==> config.mk <==
export PLATFORM = sky130hd
export DESIGN_NAME = fpu_arbiter
export DESIGN_NICKNAME = d
export VERILOG_FILES = /design/src/rtl/fpu_arbiter.sv
export SDC_FILE = /design/constraint.sdc
export NUM_CORES = 1
export LEC_CHECK = 0
export CAP_MARGIN = 40
export CORE_MARGIN = 10
export CORE_UTILIZATION = 50
export CTS_CLUSTER_DIAMETER = 60
export CTS_CLUSTER_SIZE = 10
export DETAILED_ROUTE_END_ITERATION = 12
export PLACE_DENSITY = 0.94
export REMOVE_ABC_BUFFERS = 1
export SYNTH_ARGS = -nofsm -noshare
export SYNTH_HDL_FRONTEND = slang
export SYNTH_SLANG_ARGS = --single-unit
==> constraint.sdc <==
create_clock -name clock -period 7.4 [get_ports clock]
set_input_delay 0.74 -clock clock [delete_from_list [all_inputs] [get_ports clock]]
set_output_delay 0.74 -clock clock [all_outputs]
set_load 0.1 [all_outputs]
==> src/rtl/fpu_arbiter.sv <==
// Round-robin arbiter and per-op latency sequencer sharing one multi-cycle FPU between two issue ports.
// Optional build macro FPU_PERF_CNT_EN adds the perf_ops/perf_wait activity counters.
module fpu_arbiter #(
  parameter int unsigned OP_W  = 4,
  parameter int unsigned CNT_W = 5
) (
  input  logic            clock,
  input  logic            clear,
  input  logic            req0,
  input  logic [OP_W-1:0] op0,
  input  logic            req1,
  input  logic [OP_W-1:0] op1,
  input  logic            flush,
  output logic            gnt0,
  output logic            gnt1,
  output logic            fpu_sel,
  output logic            fpu_start,
  output logic [OP_W-1:0] fpu_op,
  output logic            busy,
  output logic            done,
  output logic            done_id
`ifdef FPU_PERF_CNT_EN
  ,
  output logic [31:0]     perf_ops,
  output logic [31:0]     perf_wait
`endif
);

  typedef enum logic {IDLE, BUSY} state_t;

  state_t           state_q, state_d;
  logic [CNT_W-1:0] count_q, count_d;
  logic [OP_W-1:0]  fpu_op_q, fpu_op_d;
  logic             id_q, id_d;
  logic             last_id_q, last_id_d;
  logic [CNT_W-1:0] lat;

  // Busy-cycle count per opcode; zero-latency and unlisted opcodes occupy one cycle.
  function automatic logic [CNT_W-1:0] op_latency(input logic [OP_W-1:0] op);
    logic [CNT_W-1:0] l;
    l = CNT_W'(1);
    case (op)
      OP_W'(0), OP_W'(1): l = CNT_W'(7);
      OP_W'(2):           l = CNT_W'(5);
      OP_W'(3):           l = CNT_W'(6);
      OP_W'(6):           l = CNT_W'(16);
      OP_W'(8), OP_W'(9): l = CNT_W'(6);
      default:            l = CNT_W'(1);
    endcase
    return l;
  endfunction

  assign lat = op_latency(fpu_op_q);

  always_ff @(posedge clock or posedge clear) begin
    if (clear) begin
      state_q   <= IDLE;
      count_q   <= '0;
      fpu_op_q  <= '0;
      id_q      <= 1'b0;
      last_id_q <= 1'b1;
    end else begin
      state_q   <= state_d;
      count_q   <= count_d;
      fpu_op_q  <= fpu_op_d;
      id_q      <= id_d;
      last_id_q <= last_id_d;
    end
  end

  always_comb begin
    state_d   = state_q;
    count_d   = count_q;
    fpu_op_d  = fpu_op_q;
    id_d      = id_q;
    last_id_d = last_id_q;
    gnt0      = 1'b0;
    gnt1      = 1'b0;
    done      = 1'b0;
    case (state_q)
      IDLE: begin
        // On contention the port that did not win last time is served.
        if (!flush && !clear) begin
          if (req0 && (!req1 || last_id_q)) gnt0 = 1'b1;
          else if (req1)                    gnt1 = 1'b1;
        end
        if (gnt0 || gnt1) begin
          fpu_op_d  = gnt1 ? op1 : op0;
          id_d      = gnt1;
          last_id_d = gnt1;
          count_d   = '0;
          state_d   = BUSY;
        end
      end
      BUSY: begin
        if (flush) begin
          state_d = IDLE;
          count_d = '0;
        end else if (count_q == lat - CNT_W'(1)) begin
          done    = 1'b1;
          state_d = IDLE;
          count_d = '0;
        end else begin
          count_d = count_q + CNT_W'(1);
        end
      end
      default: state_d = IDLE;
    endcase
  end

  assign fpu_sel   = (state_q == BUSY);
  assign busy      = fpu_sel;
  assign fpu_start = fpu_sel && (count_q == '0);
  assign fpu_op    = fpu_op_q;
  assign done_id   = done & id_q;

`ifdef FPU_PERF_CNT_EN
  logic [31:0] perf_ops_q, perf_ops_d;
  logic [31:0] perf_wait_q, perf_wait_d;

  // Completed ops and requester cycles spent without a grant.
  always_comb begin
    perf_ops_d  = perf_ops_q + 32'(done);
    perf_wait_d = perf_wait_q + 32'((req0 | req1) & ~(gnt0 | gnt1));
  end

  always_ff @(posedge clock or posedge clear) begin
    if (clear) begin
      perf_ops_q  <= '0;
      perf_wait_q <= '0;
    end else begin
      perf_ops_q  <= perf_ops_d;
      perf_wait_q <= perf_wait_d;
    end
  end

  assign perf_ops  = perf_ops_q;
  assign perf_wait = perf_wait_q;
`endif

endmodule

# After elaboration in Yosys (flattened, before gate mapping)
# Index checks and enable logic that the tools add are counted.
# word_totals
wordCells	52
in_bits	13
reg_bits	12
output_inout_bits	11
# op_classes
n_reduce_logical	13
n_addsub	2
bitwise_logic	2
muxes	22
n_eq_ne	8
# op_table
cell	count
5-bit case mux with 4 select lines	1
1-bit two-way mux	15
5-bit two-way mux	3
5-bit case mux with 2 select lines	1
4-bit by 2-bit == test with 1-bit output (second input constant)	2
4-bit == test (second input constant)	2
5-bit by 1-bit adder with 5-bit output (second input constant)	1
5-bit == test	1
5-bit logical NOT	1
5-bit by 1-bit subtractor with 5-bit output (second input constant)	1
4-bit by 1-bit == test with 1-bit output (second input constant)	1
4-bit by 3-bit == test with 1-bit output (second input constant)	1
4-bit logical NOT	1
4-bit two-way mux	1
1-bit logical AND	3
1-bit logical NOT	3
3-bit OR reduction	1
1-bit logical OR	2
2-bit inequality test (second input constant)	1
1-bit case mux with 2 select lines	1
2-bit AND reduction	1
2-bit OR reduction	1
1-bit AND	1
1-bit inverter	1

# Longest topological paths before layout
# Gate-level depths: netlist of run 1.
# depth
ltp_word	9
mapped_depth	9
mapped_depth_nobuf	9

# Worst setup path after synthesis of run 1
# Ideal clock, no wire load.
# synth_path
path_kind	flip-flop to output port
from	register fpu_op_q[2] (netlist: fpu_op[2])
to	output port done_id
required_ns	6.660
path_buffers	0
setup_slack_ns	2.336
path_stages_with_launch	10
t_arrival_ns	4.324
cell_sequence	dfrtp_1 nor3b_1 or3_2 ha_1 ha_1 xor2_1 nor3_1 o221ai_4 nor2b_2 and2_1
# synth_between
elab_chain_len	9
elab_cells_between_ends	16
cone_classes	add/sub (1); eq/ne (7); mux (4); bitwise (1); reduce/logical (3)
# synth_lines
item	line_no	text
start, declared	33	logic [OP_W-1:0] fpu_op_q, fpu_op_d;
start signal, assigned	65	fpu_op_q <= fpu_op_d;
4-bit == test, or another cell as far along	42	case (op)
3-bit OR reduction (no line) / 2-bit OR reduction (equally long branches)	n/a	
5-bit case mux with 4 select lines (*)	42	
5-bit by 1-bit subtractor with 5-bit output (*)	99	end else if (count_q == lat - CNT_W'(1)) begin
5-bit == test (*)	99	
1-bit two-way mux (*)	99	
1-bit two-way mux (*)	96	if (flush) begin
1-bit two-way mux (*)	80	case (state_q)
via done	20	output logic done,
1-bit AND (*)	115	assign done_id = done & id_q;
end, declared	21	output logic done_id
# The timed path passes the listed nets; every way through them passes the cells marked *.

# Worst setup path after layout of run 1
# layout_path
from	register fpu_op_q[2] (netlist: fpu_op[2])
to	output port done_id
# layout_between
elab_chain_len	9
elab_cells_between_ends	16
cone_classes	add/sub (1); eq/ne (7); mux (4); bitwise (1); reduce/logical (3)
# layout_lines
item	line_no
4-bit == test, or another cell as far along	42
3-bit OR reduction (no line) / 2-bit OR reduction (equally long branches)	n/a
5-bit case mux with 4 select lines (*)	42
5-bit by 1-bit subtractor with 5-bit output (*)	99
5-bit == test (*)	99
1-bit two-way mux (*)	99
1-bit two-way mux (*)	96
1-bit two-way mux (*)	80
1-bit AND (*)	115
# Every way passes the cells marked *; elsewhere a longest branch is shown, timed or not.

==> results.md, run 1 <==
Run status:
- The run finished with clean final reports.

Synthesis:
- The cell count after synthesis is between 80 and 90.
- Sorting the synthesized cells by area gives the leading types as dfrtp_1, ha_1, mux2i_1.
- The average cell area after synthesis is about 10 um^2.
- During synthesis, Yosys emitted a total of 0 warnings.
- After synthesis the netlist holds a flip-flop and latch count of 12.
- Yosys mapped the design onto 38 distinct sky130hd cell types.
- The sequential cell area fraction in the yosys report is 0.356.
- The biggest area contributor in the post-synthesis netlist is dfrtp_1.
- The share of the synthesized area in the top cell type is 0.325.
- The cell area that synthesis handed to floorplanning was between 800 and 900 um^2.

Floorplan:
- The width of the die is ~61 um.
- The area inside the core boundary is about 1600 um^2.
- The starting density of the core is 0.543.
- The die outline area is approximately 3700 um^2.
- From bottom edge to top edge, the die measures around 61 um.
- The number of placement rows is 14.
- Pin placement for this block handled 24 I/O pins.

Worst setup path:
- The element type at the critical path end is a primary output.
- In this run the worst setup path terminates at done_id.
- The endpoint of the worst-slack reg-to-reg timing path is count_q[2].
- The launching point of the worst reg2reg path is fpu_op[2].
- The worst setup path is launched from a register.
- The slowest stage of the critical path belongs to the cell clkdlybuf4s50_1.
- The most frequent cell on the critical path is ha_1.
- Counting buffers and inverters, the worst setup path is 11 cells deep.
- Traced cell by cell, the critical path runs through nor4bb_4 > or3_2 > ha_1 > ha_1 > xor2_1 > nor3_1 > o221ai_4 > nor2b_2 > and2_1 > clkdlybuf4s50_1 > buf_8.
- The worst path arrival time is about 3500 ps.
- The worst reg-to-reg setup slack is 4770 ps.
- In this design, the stage delay of the slowest critical-path cell is just over 500 ps.
- The cell family contributing the most delay on the critical path is simple AND/OR/NAND/NOR gates.
- In this run the worst path has a maximum fanout of 7.
- The number of buffers and inverters on the critical path is 2.
- Tracing the worst setup path back leads to its startpoint at fpu_op[2].
- The depth of the worst register-to-register path is 9.
- The setup path with the least slack is of type register to primary output.
- The worst endpoint required time is about 6700 ps.

Pwr:
- The standby leakage power is about 0.6 nW.
- The share of total power dissipated in the clock network is 0.113.
- The overall power of the completed layout is approximately 0.48 mW.
- The power density of the placed cells is about 370 nW/um^2.
- The net switching power of the design is approximately 0.24 mW.
- Across the VDD grid, the largest voltage drop is 0.284 mV.
- The portion of total power attributed to combinational logic is 0.653.
- Of the total power, the share spent switching nets is 0.495.
- Internal power comes to ~0.24 mW.
- The share of total power in sequential cells is 0.234.

Placed design:
- The half-perimeter wire length after placement is roughly 1800 um.
- Before CTS, the worst setup slack after placement is about 3500 ps.
- In this run, placement finished with an instance count of 135.
- The congestion estimate from routability-driven global placement came to 0.834.
- Buffers placed on the I/O ports in this run total 23.

Final layout:
- The proportion of layout cells with a drive suffix above 1 is 0.236.
- Across the whole layout, storage elements account for between 300 and 400 um^2.
- The relative area change from synthesis to final layout is 52.0%.
- Counting the fill cells in the layout gives slightly below 80.
- The number of nets in the finished design is 141.
- The footprint of the multi-input gates is roughly 510 um^2.
- The count of cells in the finished layout, fillers not included, comes to 139.
- The number of antenna cells inserted is 0.

CTS:
- CTS built an H-tree with a depth of 1.
- The longest clock path from root to sink contains 2 buffers.
- The TritonCTS clock tree is done.
- The count of hold-fix buffers inserted at cts is 0.
- The tree built by TritonCTS fans out to 12 sinks.
- Clock-pin slew was measured on the worst setup and hold paths at 80 ps.
- The post-CTS setup buffer count is 0.
- The number of gates resized after CTS was 0.
- The root buffer cell chosen for the clock tree is clkbuf_4.
- Clock latency on the worst-skew pair, taken at its later pin, is around 280 ps.
- The number of clock buffers inserted by TritonCTS is 3.

Routing:
- Before antenna repair, the detailed router went through 4 iterations.
- The residual DRC count is 0.
- The first routing iteration left 47 violations.
- In the final routed layout, each cell accounts on average for 16.2 um.
- The total via count after detailed routing is 806.
- The average via count per standard cell is around 5.8.
- The total length of routed wires is about 2300 um.
- The detail route stage leaves a number of antenna-violating nets equal to 0.

STA:
- The setup TNS after final layout is 0 ps.
- The count of final hold-check violations came to 0.
- The final critical path time including I/O delays and setup is around 4200 ps.
- The maximum frequency from static timing analysis is roughly 240 MHz.
- Setup violations remaining at the end of the flow were counted as 0.
- At the pin with the least slew margin, the transition time is 589 ps.
- Across the routed clock network, the largest skew measured is between 6 and 7 ps.
- In the post-route analysis, the smallest setup slack over all paths is 3200 ps.
- Headroom to the max-slew limit came out at 0.607.
- The share of the clock period used by the worst path after layout is 0.568.
- Setup repair after global routing left no endpoint under its margin.
- The max-slew violation count is 0.
- Final hold analysis gives a worst-case slack of 506 ps.

Flow run:
- The tool flagged a number of max-cap violations equal to 0.

Global routing:
- The global-route wire length before repair is approximately 3600 um.
- The via count of the first global-routing pass is a little under 800.
- For this run the aggregate overflow at the end of global routing stands at 0.
- The largest net degree at the start of global routing is 13.
- The number of antenna violations at the first check in global routing is 0.
- Across every metal layer, demand over resource in global routing totals 0.128.

Worst hold path:
- The tightest min-delay check is of the register to register type.
-- synthesized netlist by cell type --
master,instances
dfrtp_1,11
nor2_1,10
nand2_1,7
inv_1,6
a21oi_1,4
ha_1,4
mux2i_1,4
nand3_1,3
nor3_1,3
a21o_1,2
a21o_2,2
and2_1,2
nand2b_1,2
xnor2_1,2
xor2_1,2
a211oi_1,1
a32o_1,1
and2b_2,1
and3_2,1
and4b_1,1
buf_4,1
clkbuf_1,1
dfstp_2,1
nand2_4,1
nand4_1,1
nor2b_1,1
nor2b_2,1
nor3b_1,1
nor4_2,1
nor4bb_2,1
nor4bb_4,1
o211ai_1,1
o21ai_0,1
o21ai_1,1
o221ai_4,1
o311ai_2,1
o31a_2,1
or3_2,1
-- metrics by stage --
step                 util  instance area, um^2
CTS                 0.826                 1290
floorplan               -                  836
detailed placement  0.803                 1250
finish              0.826                 1290
global placement    0.697                 1090
global route        0.826                 1290
-- layer usage --
layer | up-vias | global-route usage | wire, um
met4 | 0 | 0.0423 | 36
met5 | - | 0 | 0
met3 | 4 | 0.0638 | 223
met2 | 42 | 0.219 | 1130
li1 | 381 | - | -
met1 | 379 | 0.133 | 867
-- state kept, by name, indices dropped and copies added, names as in the netlist --
| signal | cells |
|---|---|
| count_q | 5 |
| last_id_q | 1 |
| busy | 1 |
| id_q | 1 |
| fpu_op | 4 |
-- power by group through the flow --
| stage | clock network, mW | logic, mW | registers [mW] |
|---|---|---|---|
| final | 0.0541 | 0.311 | 0.112 |
| after global routing | 0.0572 | 0.327 | 0.115 |
| after CTS | 0.0533 | 0.313 | 0.111 |
| after detailed placement | 0 | 0.312 | 0.112 |
| after global placement | 0 | 0.257 | 0.111 |
| after floorplan | 0 | 0.136 | 0.180 |
-- placed cells by master (no fill, tap or decap), types with 3 or more instances in the layout --
master	netlist	final
clkdlybuf4s50_1	0	23
dfrtp_1	11	11
buf_8	0	11
nor2_1	10	10
nand2_1	7	7
inv_1	6	6
mux2i_1	4	4
a21oi_1	4	4
ha_1	4	4
nor3_1	3	3
nand3_1	3	3
clkbuf_4	0	3
-- final cells by class --
cell class	count	share of cell area
sequential	12	0.234
clock buffer	4	0.0282
tap	16	0.0155
timing repair buffer	34	0.307
multi-input combinational	67	0.397
inverter	6	0.0175
-- worst min-delay path by stage --
stage,from,endpoint,slack (ps),cells past startpoint
after global routing,id_q,id_q,520,1
after detailed placement,id_q,id_q,480,1
after floorplan,id_q,id_q,440,1
after global placement,id_q,id_q,460,1
final,id_q,id_q,510,1
after CTS,id_q,id_q,510,1
-- cells by family (layout without fill, tap and decap cells) --
kind of cell,Yosys count,count (layout),share of synthesized area
AND/OR/NAND/NOR,39,39,0.291
AO/OA/AOI/OAI,16,16,0.165
flip-flops,12,12,0.356
buffers and inverters,8,44,0.0399
adder cells (fa/ha/maj),4,4,0.0591
XOR/XNOR,4,4,0.0414
multiplexers,4,4,0.0473
Power figures use the tool's default switching activity.
==> run 2, diff against run 1 <==
--- a/config.mk
+++ b/config.mk
@@ -7,11 +7,11 @@
 export LEC_CHECK = 0
 export CAP_MARGIN = 40
 export CORE_MARGIN = 10
-export CORE_UTILIZATION = 50
+export CORE_UTILIZATION = 42
 export CTS_CLUSTER_DIAMETER = 60
 export CTS_CLUSTER_SIZE = 10
 export DETAILED_ROUTE_END_ITERATION = 12
-export PLACE_DENSITY = 0.94
+export PLACE_DENSITY = 0.86
 export REMOVE_ABC_BUFFERS = 1
 export SYNTH_ARGS = -nofsm -noshare
 export SYNTH_HDL_FRONTEND = slang
==> constraint.sdc (replaced) <==
create_clock -name clock -period 3.6 [get_ports clock]
set_input_delay 0.36 -clock clock [delete_from_list [all_inputs] [get_ports clock]]
set_output_delay 0.36 -clock clock [all_outputs]
set_load 0.1 [all_outputs]
==> run 2 against run 1 <==
Compared with the run above: utilization fell by 19 points; clock skew rose by 2.9 ps; critical path depth fell by 1; global-route usage fell by 1.2 points; sequential power rose by 110%; clock power rose by 76%; critical path type unchanged; largest power group unchanged.
==> results.md, run 2 (synthesis results as in run 1) <==
CTS:
- The post-CTS setup buffer count was 0 (unchanged).
- The cell sitting at the root of the clock tree is a clkbuf_4.
- The maximum count of clock buffers along a single path came to 2 (unchanged).
- TritonCTS built the clock tree.
- The clock latency on the worst-skew pair came to 290 ps (about the same).
- The number of instances resized during post-cts repair is 0 (unchanged).
- The count of clock tree sinks is 12 (unchanged).
- The number of clock buffers inserted by TritonCTS is 3 (unchanged).
- The H-tree depth was 1 (unchanged).
- The count of hold-fix buffers inserted at cts is 0 (unchanged).
- The clock-pin slew reported for the worst setup and hold paths after clock tree synthesis is 90 ps (about the same).

Routing:
- The average wire per standard cell was 15.6 um (-3.6%).
- The remaining antenna violation count after routing came to 0 (unchanged).
- The average via count per standard cell was 5.49 (-5.3%).
- The total length of routed wires came to 2270 um (+0.53%).
- The residual DRC count is 0 (unchanged).
- The total via count after detailed routing came to 796 (-1.2%).
- The number of optimization iterations in the first detailed-route pass came to 4 (unchanged).
- The first-iteration detailed-routing DRC count was 16 (-66%).

Global routing:
- The global-route usage over all layers is 0.115 (-0.0121).
- The overall overflow remaining after global route came to 0 (unchanged).
- The via count of the first global-routing pass is 812 (+3.3%).
- The largest net degree at the start of global routing was 13 (unchanged).
- The number of antenna violations at the first check in global routing is 0 (unchanged).
- The global-route wire length before repair is 3860 um (+7.3%).

Final layout:
- In the layout the commonest cells are clkdlybuf4s50_1, dfrtp_1, nor2_1.
- Relative to the synthesized area, the layout overhead comes to 46.5%.
- The number of antenna cells inserted came to 0 (unchanged).
- The end-of-flow core utilization was 0.639 (-0.187).
- The final instance count without filler cells was 145 (+4.3%).
- The number of nets in the finished design is 136 (-3.5%).
- The register ranked first by flip-flop count is count_q.
- The flip-flop count of the largest register, all copies and words added is 5 (unchanged).
- The most common cell after layout, fill and taps aside is clkdlybuf4s50_1.
- The proportion of layout cells with a drive suffix above 1 was 0.237 (+0.00152).
- The count of filler cells inserted in the layout is 147 (+86%).

Floorplan:
- The starting density of the core is 0.436 (-0.107).
- The area inside the core boundary is 1940 um^2 (+25%).
- The width of the die is 64.9 um (+6.1%).
- The number of placement rows is 16 (+2).
- The die boundary height is 64.9 um (+6.1%).
- The die outline area is 4210 um^2 (+13%).
- The number of placed I/O pins was 24 (unchanged).

Worst hold path:
- The type of the most critical hold path is primary input to asynchronous set/reset pin.

STA:
- The worst-case hold slack is 478 ps (-28.2 ps).
- The setup TNS after final layout is 0 ps (unchanged).
- Setup repair after global routing left no endpoint under its margin.
- The count of final hold-check violations is 0 (unchanged).
- For this run, the top clock speed supported by timing is 293 MHz.
- The max-slew violation count is 0 (unchanged).
- The final critical path time including I/O delays and setup is ~3400 ps.
- The relative max-transition margin is 0.620 (+0.0132).
- The number of setup violations in the final report was 0 (unchanged).
- The final worst clock skew came to 9.26 ps (+2.85 ps).
- The pin slew with the least headroom to its limit is 569 ps (-19.8 ps).
- The share of the clock period used by the worst path after layout is 0.949.

Pwr:
- The overall power of the completed layout was 0.955 mW (+100%).
- The power density of the placed cells was 769 nW/um^2 (+110%).
- The standby leakage power is 0.577 nW (-3.6%).
- The maximum ir drop on the vdd rail was 0.476 mV (+68%).

Worst setup path:
- The worst setup path is launched from a register.
- The worst path arrival time is 3060 ps (-400 ps).
- The critical path is of the register to primary output type.
- The worst setup path is captured at a primary output.
- The worst endpoint required time is 3240 ps (-3420 ps).
- The critical-path maximum fanout is 7 (unchanged).

Run status:
- The run finished with clean final reports.

Placed design:
- The half-perimeter wire length after placement is 1820 um (+0.61%).
- The number of cells in the design after placement is 141 (+4.4%).
- The number of buffers added on ports was 23 (unchanged).
- The global placement routability congestion came to 0.908 (+8.8%).

Flow run:
- The number of violations of the max-capacitance limit was 0 (unchanged).
## run 2: final cells by class
cell class | count | area (um^2) | share of cell area
flip-flops and latches | 12 | 302 | 0.243
well taps | 27 | 33.8 | 0.0272
repair buffers | 29 | 345 | 0.278
multi-input cells | 67 | 512 | 0.412
clock buffers | 4 | 26.3 | 0.0212
inverters | 6 | 22.5 | 0.0181
## run 2: path summary, 6_finish.rpt
| check | start | endpoint | slack (ps) | cells past startpoint |
|---|---|---|---|---|
| setup / recovery | fpu_op[2] | done_id | 180 | 10 |
| hold / removal | clear | busy | 480 | 2 |
| setup reg to reg | fpu_op[2] | count_q[2] | 990 | 9 |
| hold reg to reg | last_id_q | last_id_q | 520 | 1 |
| max in group asynchronous | clear | last_id_q | 2760 | 2 |
| min in group clock | last_id_q | last_id_q | 520 | 1 |
## run 2: critical path, cell delays in order (launching register included)
cell and delay [ps]:
dfrtp_1 460, nor4bb_4 220, or3_2 480, ha_1 210, ha_1 180, xor2_1 160
nor3_1 270, o221ai_4 190, nor2b_2 210, and2_1 200, buf_12 180
## run 2: metal layers
layer	share of wire	wire length, um	GRT usage
met5	0	0	0
met4	0.016	37	0.0535
met2	0.52	1190	0.192
met3	0.074	168	0.0430
met1	0.39	873	0.128
## run 2: metrics by stage
step	cell area, um^2	setup WS [ps]
3_5_place_dp	1210	489
6_report	1240	184
4_1_cts	1240	177
2_1_floorplan	836	-1080
3_3_place_gp	1110	589
5_1_grt	1240	33.2
## run 2: where the power goes
group	internal [mW]	switching [mW]	leakage, nW
registers	0.174	0.0588	0.148
logic	0.251	0.376	0.414
clock network	0.0431	0.0520	0.0150
